`config.mk`:
```
export PLATFORM = sky130hd
export DESIGN_NAME = spi_slave_sync
export DESIGN_NICKNAME = d
export VERILOG_FILES = /design/src/rtl/spi_pkg.sv /design/src/rtl/spi_sync_edge.sv /design/src/rtl/spi_slave_sync.sv
export SDC_FILE = /design/constraint.sdc
export NUM_CORES = 1
export LEC_CHECK = 0
export BUFFER_PORTS_ARGS = -buffer_cell sky130_fd_sc_hd__buf_2
export CAP_MARGIN = 20
export CORE_AREA = 3 3 62 64
export DETAILED_ROUTE_END_ITERATION = 6
export DIE_AREA = 0 0 65 67
export PLACE_DENSITY = 0.82
export SLEW_MARGIN = 10
export SYNTH_ARGS = -nofsm -noshare
export SYNTH_HDL_FRONTEND = slang
export SYNTH_SLANG_ARGS = --single-unit
```
`constraint.sdc`:
```
create_clock -name clk -period 4.6 [get_ports clk]
set_clock_uncertainty 0.15 [all_clocks]
set_input_delay 0.69 -clock clk [delete_from_list [all_inputs] [get_ports clk]]
set_output_delay 0.69 -clock clk [all_outputs]
set_load 0.02 [all_outputs]
```
`src/rtl/spi_pkg.sv`:
```
// Shared types and helpers for the SPI slave: FSM state encoding, synchronizer depth,
// and the mapping from CPOL/CPHA to the SCLK edge on which data is sampled.
package spi_pkg;

    typedef enum logic {
        IDLE  = 1'b0,
        SHIFT = 1'b1
    } spi_state_e;

    localparam int SYNC_STAGES = 2;

    // 1 when mosi is sampled on the rising SCLK edge, 0 when on the falling edge.
    // The shift edge is always the opposite one.
    function automatic logic sample_on_rise(input logic cpol, input logic cpha);
        return cpol == cpha;
    endfunction

endpackage

```
`src/rtl/spi_sync_edge.sv`:
```
// Multi-flop synchronizer for an asynchronous pin, followed by rise/fall pulse detection
// on the synchronized level. RESET_VAL presets the chain to the pin's inactive level.
module spi_sync_edge
    import spi_pkg::*;
#(
    parameter logic RESET_VAL = 1'b0
) (
    input  logic clk,
    input  logic rst,
    input  logic din,
    output logic rise,
    output logic fall
);

    logic [SYNC_STAGES-1:0] sync_q;
    logic                   prev_q;
    logic                   level;

    always_ff @(posedge clk or negedge rst) begin
        if (!rst) begin
            sync_q <= {SYNC_STAGES{RESET_VAL}};
            prev_q <= RESET_VAL;
        end else begin
            sync_q <= {sync_q[SYNC_STAGES-2:0], din};
            prev_q <= sync_q[SYNC_STAGES-1];
        end
    end

    assign level = sync_q[SYNC_STAGES-1];
    assign rise  = level & ~prev_q;
    assign fall  = ~level & prev_q;

endmodule

```
`src/rtl/spi_slave_sync.sv`:
```
// SPI slave running on the system clock with oversampled SCLK/CS_N/MOSI.
// Bit order is MSB-first unless SPI_SLAVE_LSB_FIRST_EN is defined (LSB-first both ways).
// Handshake: tx_load is accepted only while tx_ready=1; rx_valid is a 1-cycle pulse
// qualifying rx_data, which then holds until the next completed word.
module spi_slave_sync
    import spi_pkg::*;
#(
    parameter int   DATA_W = 8,
    parameter logic CPOL   = 1'b0,
    parameter logic CPHA   = 1'b0
) (
    input  logic              clk,
    input  logic              rst,
    input  logic              sclk,
    input  logic              cs_n,
    input  logic              mosi,
    output logic              miso,
    output logic              miso_oe,
    input  logic [DATA_W-1:0] tx_data,
    input  logic              tx_load,
    output logic              tx_ready,
    output logic [DATA_W-1:0] rx_data,
    output logic              rx_valid,
    output logic              busy
);

    localparam int   CNT_W       = $clog2(DATA_W);
    localparam logic SAMPLE_RISE = sample_on_rise(CPOL, CPHA);

    spi_state_e             state, state_next;
    logic                   sclk_rise, sclk_fall, cs_rise, cs_fall;
    logic [SYNC_STAGES-1:0] mosi_q;
    logic                   mosi_s;
    logic                   sample_edge, shift_edge;
    logic                   start, do_sample, do_shift, consume;
    logic [DATA_W-1:0]      tx_buf, tx_shift, rx_shift;
    logic [DATA_W-1:0]      load_word, shift_adv, rx_next;
    logic [CNT_W-1:0]       bit_cnt;
    logic                   reload_pending, hold_first, out_bit;

    spi_sync_edge #(.RESET_VAL(CPOL)) u_sclk_sync (
        .clk (clk), .rst (rst), .din (sclk), .rise (sclk_rise), .fall (sclk_fall)
    );

    spi_sync_edge #(.RESET_VAL(1'b1)) u_cs_sync (
        .clk (clk), .rst (rst), .din (cs_n), .rise (cs_rise), .fall (cs_fall)
    );

    always_ff @(posedge clk or negedge rst) begin
        if (!rst) mosi_q <= '0;
        else      mosi_q <= {mosi_q[SYNC_STAGES-2:0], mosi};
    end
    assign mosi_s = mosi_q[SYNC_STAGES-1];

    assign sample_edge = SAMPLE_RISE ? sclk_rise : sclk_fall;
    assign shift_edge  = SAMPLE_RISE ? sclk_fall : sclk_rise;

`ifdef SPI_SLAVE_LSB_FIRST_EN
    assign out_bit   = tx_shift[0];
    assign shift_adv = {1'b0, tx_shift[DATA_W-1:1]};
    assign rx_next   = {mosi_s, rx_shift[DATA_W-1:1]};
`else
    assign out_bit   = tx_shift[DATA_W-1];
    assign shift_adv = {tx_shift[DATA_W-2:0], 1'b0};
    assign rx_next   = {rx_shift[DATA_W-2:0], mosi_s};
`endif

    always_ff @(posedge clk or negedge rst) begin
        if (!rst) state <= IDLE;
        else      state <= state_next;
    end

    always_comb begin
        state_next = state;
        case (state)
            IDLE:    if (cs_fall) state_next = SHIFT;
            SHIFT:   if (cs_rise) state_next = IDLE;
            default: state_next = IDLE;
        endcase
    end

    // A shift edge coinciding with deselect is dropped so it cannot consume the buffer.
    always_comb begin
        busy      = (state == SHIFT);
        miso_oe   = busy;
        start     = (state == IDLE) && cs_fall;
        do_sample = busy && sample_edge;
        do_shift  = busy && shift_edge && !cs_rise;
    end

    assign miso      = busy & out_bit;
    assign load_word = tx_ready ? '0 : tx_buf;
    assign consume   = !tx_ready && (start || (do_shift && !hold_first && reload_pending));

    always_ff @(posedge clk or negedge rst) begin
        if (!rst) begin
            tx_buf   <= '0;
            tx_ready <= 1'b1;
        end else if (consume) begin
            tx_ready <= 1'b1;
        end else if (tx_load && tx_ready) begin
            tx_buf   <= tx_data;
            tx_ready <= 1'b0;
        end
    end

    always_ff @(posedge clk or negedge rst) begin
        if (!rst) begin
            tx_shift       <= '0;
            rx_shift       <= '0;
            rx_data        <= '0;
            rx_valid       <= 1'b0;
            bit_cnt        <= '0;
            reload_pending <= 1'b0;
            hold_first     <= 1'b0;
        end else begin
            rx_valid <= 1'b0;
            if (start) begin
                tx_shift       <= load_word;
                bit_cnt        <= '0;
                reload_pending <= 1'b0;
                hold_first     <= CPHA;
            end
            if (do_sample) begin
                rx_shift <= rx_next;
                if (bit_cnt == CNT_W'(DATA_W - 1)) begin
                    rx_data        <= rx_next;
                    rx_valid       <= 1'b1;
                    bit_cnt        <= '0;
                    reload_pending <= 1'b1;
                end else begin
                    bit_cnt <= bit_cnt + 1'b1;
                end
            end
            // With CPHA=1 the first shift edge only confirms the bit already on miso.
            if (do_shift) begin
                if (hold_first) begin
                    hold_first <= 1'b0;
                end else if (reload_pending) begin
                    tx_shift       <= load_word;
                    reload_pending <= 1'b0;
                end else begin
                    tx_shift <= shift_adv;
                end
            end
        end
    end

endmodule

```
======== Yosys cells after proc, flatten, opt, wreduce, memory -nomap -nowiden ========
Cells that the tools add are included.
word-level totals
  bits of input ports ..................... 14
  bits in registers ....................... 47
  output and inout bits ................... 13
operators by class
  reductions and logical operators ........ 16
  muxes and demuxes ....................... 24
  eq/ne operators ......................... 1
  add/subtract/negate cells ............... 1
  bitwise operators ....................... 11
operators by type and width
  kind                   number
  $mux W8                5
  $mux W1                15
  $mux W3                3
  $logic_and A1 B1 Y1    8
  $not A1 Y1             6
  $and A1 B1 Y1          5
  $reduce_and A2 Y1      2
  $reduce_bool A2 Y1     2
  $add A3 B1 Y3 const B  1
  $eq A3 B3 Y1 const B   1
  $logic_not A1 Y1       3
  $pmux W1 S2            1
  $logic_or A1 B1 Y1     1

======== Depth between registers and ports, before layout ========
  word-level depth ........................ 10
  mapped depth ............................ 5

======== Hierarchy ========
A second synthesis with hierarchy kept.
second synthesis, totals
  cells, all modules ...................... 135
  area, all modules ....................... 1958.1 um^2
by module, submodules not included
  module                        area an instance (um^2)  instances  cells each
  spi_slave_sync                1774.2                   1          125
  spi_sync_edge at u_cs_sync    93.8                     1          5
  spi_sync_edge at u_sclk_sync  90.1                     1          5

======== Worst setup path after synthesis ========
No wires, ideal clock.
  path kind ............................... register to register
  from .................................... reg state (netlist: busy)
  to ...................................... reg tx_shift[0]
  required time ........................... 4328 ps
  period minus slack after synthesis ...... 1733 ps
  setup time .............................. 122 ps
  arrival ................................. 1462 ps
  stages on the path, launching flop included .. 6
  slack ................................... 2867 ps
  path buffers ............................ 2
  cell sequence ........................... dfrtp_1 -> buf_4 -> nand3b_4 -> or3_1 -> buf_6 -> a32o_1
between the ends
  word-level cells in the longest chain between the ends .. 5
ends and longest elaborated chain
  what                    line                   RTL
  start, declared         spi_slave_sync.sv:30   spi_state_e state, state_next;
  start signal, assigned  spi_slave_sync.sv:70   else state <= state_next;
  $not A1 Y1              -
  $logic_and A1 B1 Y1     spi_slave_sync.sv:86   start = (state == IDLE) && cs_fall;
  $mux W8                 spi_slave_sync.sv:118  if (start) begin
  $mux W8                 spi_slave_sync.sv:137  if (hold_first) begin
  $mux W8 (*)             spi_slave_sync.sv:136  if (do_shift) begin
  end signal, assigned    spi_slave_sync.sv:119  tx_shift <= load_word;
  end signal, assigned    spi_slave_sync.sv:140  tx_shift <= load_word;
  end signal, assigned    spi_slave_sync.sv:143  tx_shift <= shift_adv;
  end, declared           spi_slave_sync.sv:36   logic [DATA_W-1:0] tx_buf, tx_shift, rx_shift;
Every way passes the cells marked *; elsewhere a longest branch is shown, timed or not.
A chain may end at the register's enable or synchronous reset.

======== Final worst setup path ========
  from .................................... reg tx_ready
  to ...................................... out tx_ready
RTL lines
  what                    line                   RTL
  start, declared         spi_slave_sync.sv:21   output logic tx_ready,
  start signal, assigned  spi_slave_sync.sv:98   tx_ready <= 1'b1;
  start signal, assigned  spi_slave_sync.sv:100  tx_ready <= 1'b1;
  start signal, assigned  spi_slave_sync.sv:103  tx_ready <= 1'b0;
No word-level cell between the ends.

==> out/metrics.csv <==
metric,value,unit
r2r_slack,2.72,ns
routed_wl,3.15,mm
fp.dieW,65,µm
p_per_area,476,mW/mm²
crit-reg2reg-launch,busy$_DFF_PN0_,
cts_buffers,5,
area_growth,10.6,%
fin_crit_sh,45.2,%
worst_pin_slew,0.966,ns
grt_pass1_vias,1202,
critical_path.top_delay_family,flip-flops,
antenna_found_initial,0,
initial_core_util,58.9,%
diodes,0,
synthFlopType,dfrtp_1,
port_buffers,26,
syn_inst,149,
yosys_warnings,0,
path_class,register to output pin,
cts_buffer_depth,2,
nets,192,
cp_data_required_time,3.76,ns
cap_violations,0,
final.setup.tns,0,ns
relSlewSlack,35.6,%
r2r_cells,3,
grt_start_max_net_pins,48,
max_clock_freq,481,MHz
rsz0062_at_grt,false,
syn-num-nets,165,
cts.repair.resized,0,
crit_fanout,11,
synthArstFlopShare,100,%
hp-class,register to register,
syn_area,0.00197,mm²
leakage,1.12,nW
gr-total-overflow,0,
status,completed,
pin_count,27,
track_usage,17.3,%
synth-edff-count,0,
core_area,0.00334,mm²
dp_hpwl,2.30,mm
yosysSeqAreaShare,60.1,%
startpoint_type,register,
dr.pass1.iters,4,
cts_hold_buf,0,
drtAntennaViolNets,0,
clk_latency,0.37,ns
synth.top_cells.by_area,"dfrtp_1, mux2i_1, dfstp_2",
ys_ff_latch,47,
wire_per_inst,14.1,µm
place.gp.congestion,0.718,
cts_tree,yes,
h-tree-depth,2,
drive_above_1_share,29.9,%
drtIter0Drc,37,
num_vias,1183,
r2r-end,rx_data[4]$_DFFE_PN0P_,
peakVddDrop,0.362,mV
clockRootBuffer,clkbuf_4,
cts_sinks,47,
die_height,67,µm
ys_types,35,
finish.utilization,65.2,%
crit_slowest_cell,dfstp_2,
post_cts_buffers,0,
cp_num_buf_inv,1,
slowest_delay,0.67,ns
num-fill-cells,248,
cp.arrival,1.24,ns
cp.depth,1,
finalSetupViolCount,0,
ff_latch_area,0.00118,mm²
synth_top_area_cell,dfrtp_1,
avgSynthCellArea,13.2,µm²
path_cells,buf_2,
report.final.hold_viol_count,0,
period_needed,2.08,ns
drc,0,
dieArea,0.00436,mm²
cp-endpoint,tx_ready,
fin_total_pwr,0.00103,W
multi_input_area,733,µm²
via_per_inst,5.30,
yosysTopAreaCellShare,54.7,%
drv_slew,0,
crit_path_end_kind,output pin,
clk_pin_slew,0.15,ns
startpoint,tx_ready$_DFFE_PN1P_,
grt_pass1_wl,5.67,mm
num_rows,21,
[Yosys cell counts (all sizes together) (2+ instances only)]
cell,instances
dfrtp,43
nand2,25
mux2i,18
mux2,16
nor2b,7
buf,6
dfstp,4
nor2,4
a22o,2
ha,2
inv,2
nand3b,2
[cell type report]
cell class                      count  share of cell area, %
Tap cell                           46                   2.65
Timing Repair Buffer               27                   6.33
Clock inverter                      2                  0.805
Inverter                            2                  0.345
Clock buffer                        6                   1.90
Sequential cell                    47                   54.3
Multi-Input combinational cell     93                   33.7
[layout by cell type, fill, tap and decap left out, types with 2 or more instances in the layout]
| master | instances |
|---|---|
| dfrtp_1 | 43 |
| buf_2 | 26 |
| nand2_1 | 24 |
| mux2i_1 | 18 |
| mux2_1 | 8 |
| mux2_2 | 8 |
| nor2b_1 | 7 |
| clkbuf_4 | 5 |
| nor2_1 | 4 |
| dfstp_2 | 4 |
| inv_2 | 2 |
| a22o_1 | 2 |
| ha_1 | 2 |
| clkinv_4 | 2 |
[logic make-up (layout without fill, tap and decap cells)]
group | count (synthesis) | count (layout) | synth area share [%]
muxes | 34 | 34 | 18.3
buffers and inverters | 9 | 37 | 2.67
AOI/OAI and AO/OA | 10 | 10 | 4.96
and+or+nand+nor | 47 | 47 | 12.7
DFF | 47 | 47 | 60.1
adders and majority gates | 2 | 2 | 1.27
[report_power, final]
group | switching (W) | leakage, nW | internal, W
Sequential | 0.0000720 | 0.592 | 0.000521
Clock | 0.000130 | 0.0324 | 0.0000620
Combinational | 0.000119 | 0.493 | 0.000130
[worst min-delay path by stage]
stage | from | endpoint | cells past startpoint
6_report | mosi_q[0]$_DFF_PN0_ | mosi_q[1]$_DFF_PN0_ | 0
5_1_grt | u_cs_sync.sync_q[0]$_DFF_PN1_ | u_cs_sync.sync_q[1]$_DFF_PN1_ | 0
4_1_cts | mosi_q[0]$_DFF_PN0_ | mosi_q[1]$_DFF_PN0_ | 0
3_5_place_dp | mosi_q[0]$_DFF_PN0_ | mosi_q[1]$_DFF_PN0_ | 0
3_3_place_gp | mosi_q[0]$_DFF_PN0_ | mosi_q[1]$_DFF_PN0_ | 0
2_1_floorplan | mosi_q[0]$_DFF_PN0_ | mosi_q[1]$_DFF_PN0_ | 0
[sequential cells by signal, summed over array words and instances, names as in the netlist, 2 cells and up]
signal / count
rx_data: 8
tx_buf: 8
tx_shift: 8
rx_shift: 7
bit_cnt: 3
mosi_q: 2
u_cs_sync.sync_q: 2
u_sclk_sync.sync_q: 2
[per-layer routing]
metal | part of all wire (%) | global-route usage [%] | vias up
met3 | 5.7 | 4.22 | 7
met5 | 0 | 0 | -
met2 | 46 | 26.3 | 32
li1 | - | - | 563
met1 | 47 | 23.8 | 581
met4 | 2.0 | 7.12 | 0
[through the flow]
step | instance area [µm²] | setup slack [ns] | cells | hold WS (ns)
2_1_floorplan | 1970 | 2.87 | 149 | 0.181
3_3_place_gp | 2120 | 2.77 | 215 | 0.184
3_5_place_dp | 2120 | 2.70 | 215 | 0.191
4_1_cts | 2180 | 2.52 | 223 | 0.222
5_1_grt | 2180 | 2.46 | 223 | 0.235
6_report | 2180 | 2.52 | 223 | 0.218
No activity file was read; power rests on OpenSTA's default activity.
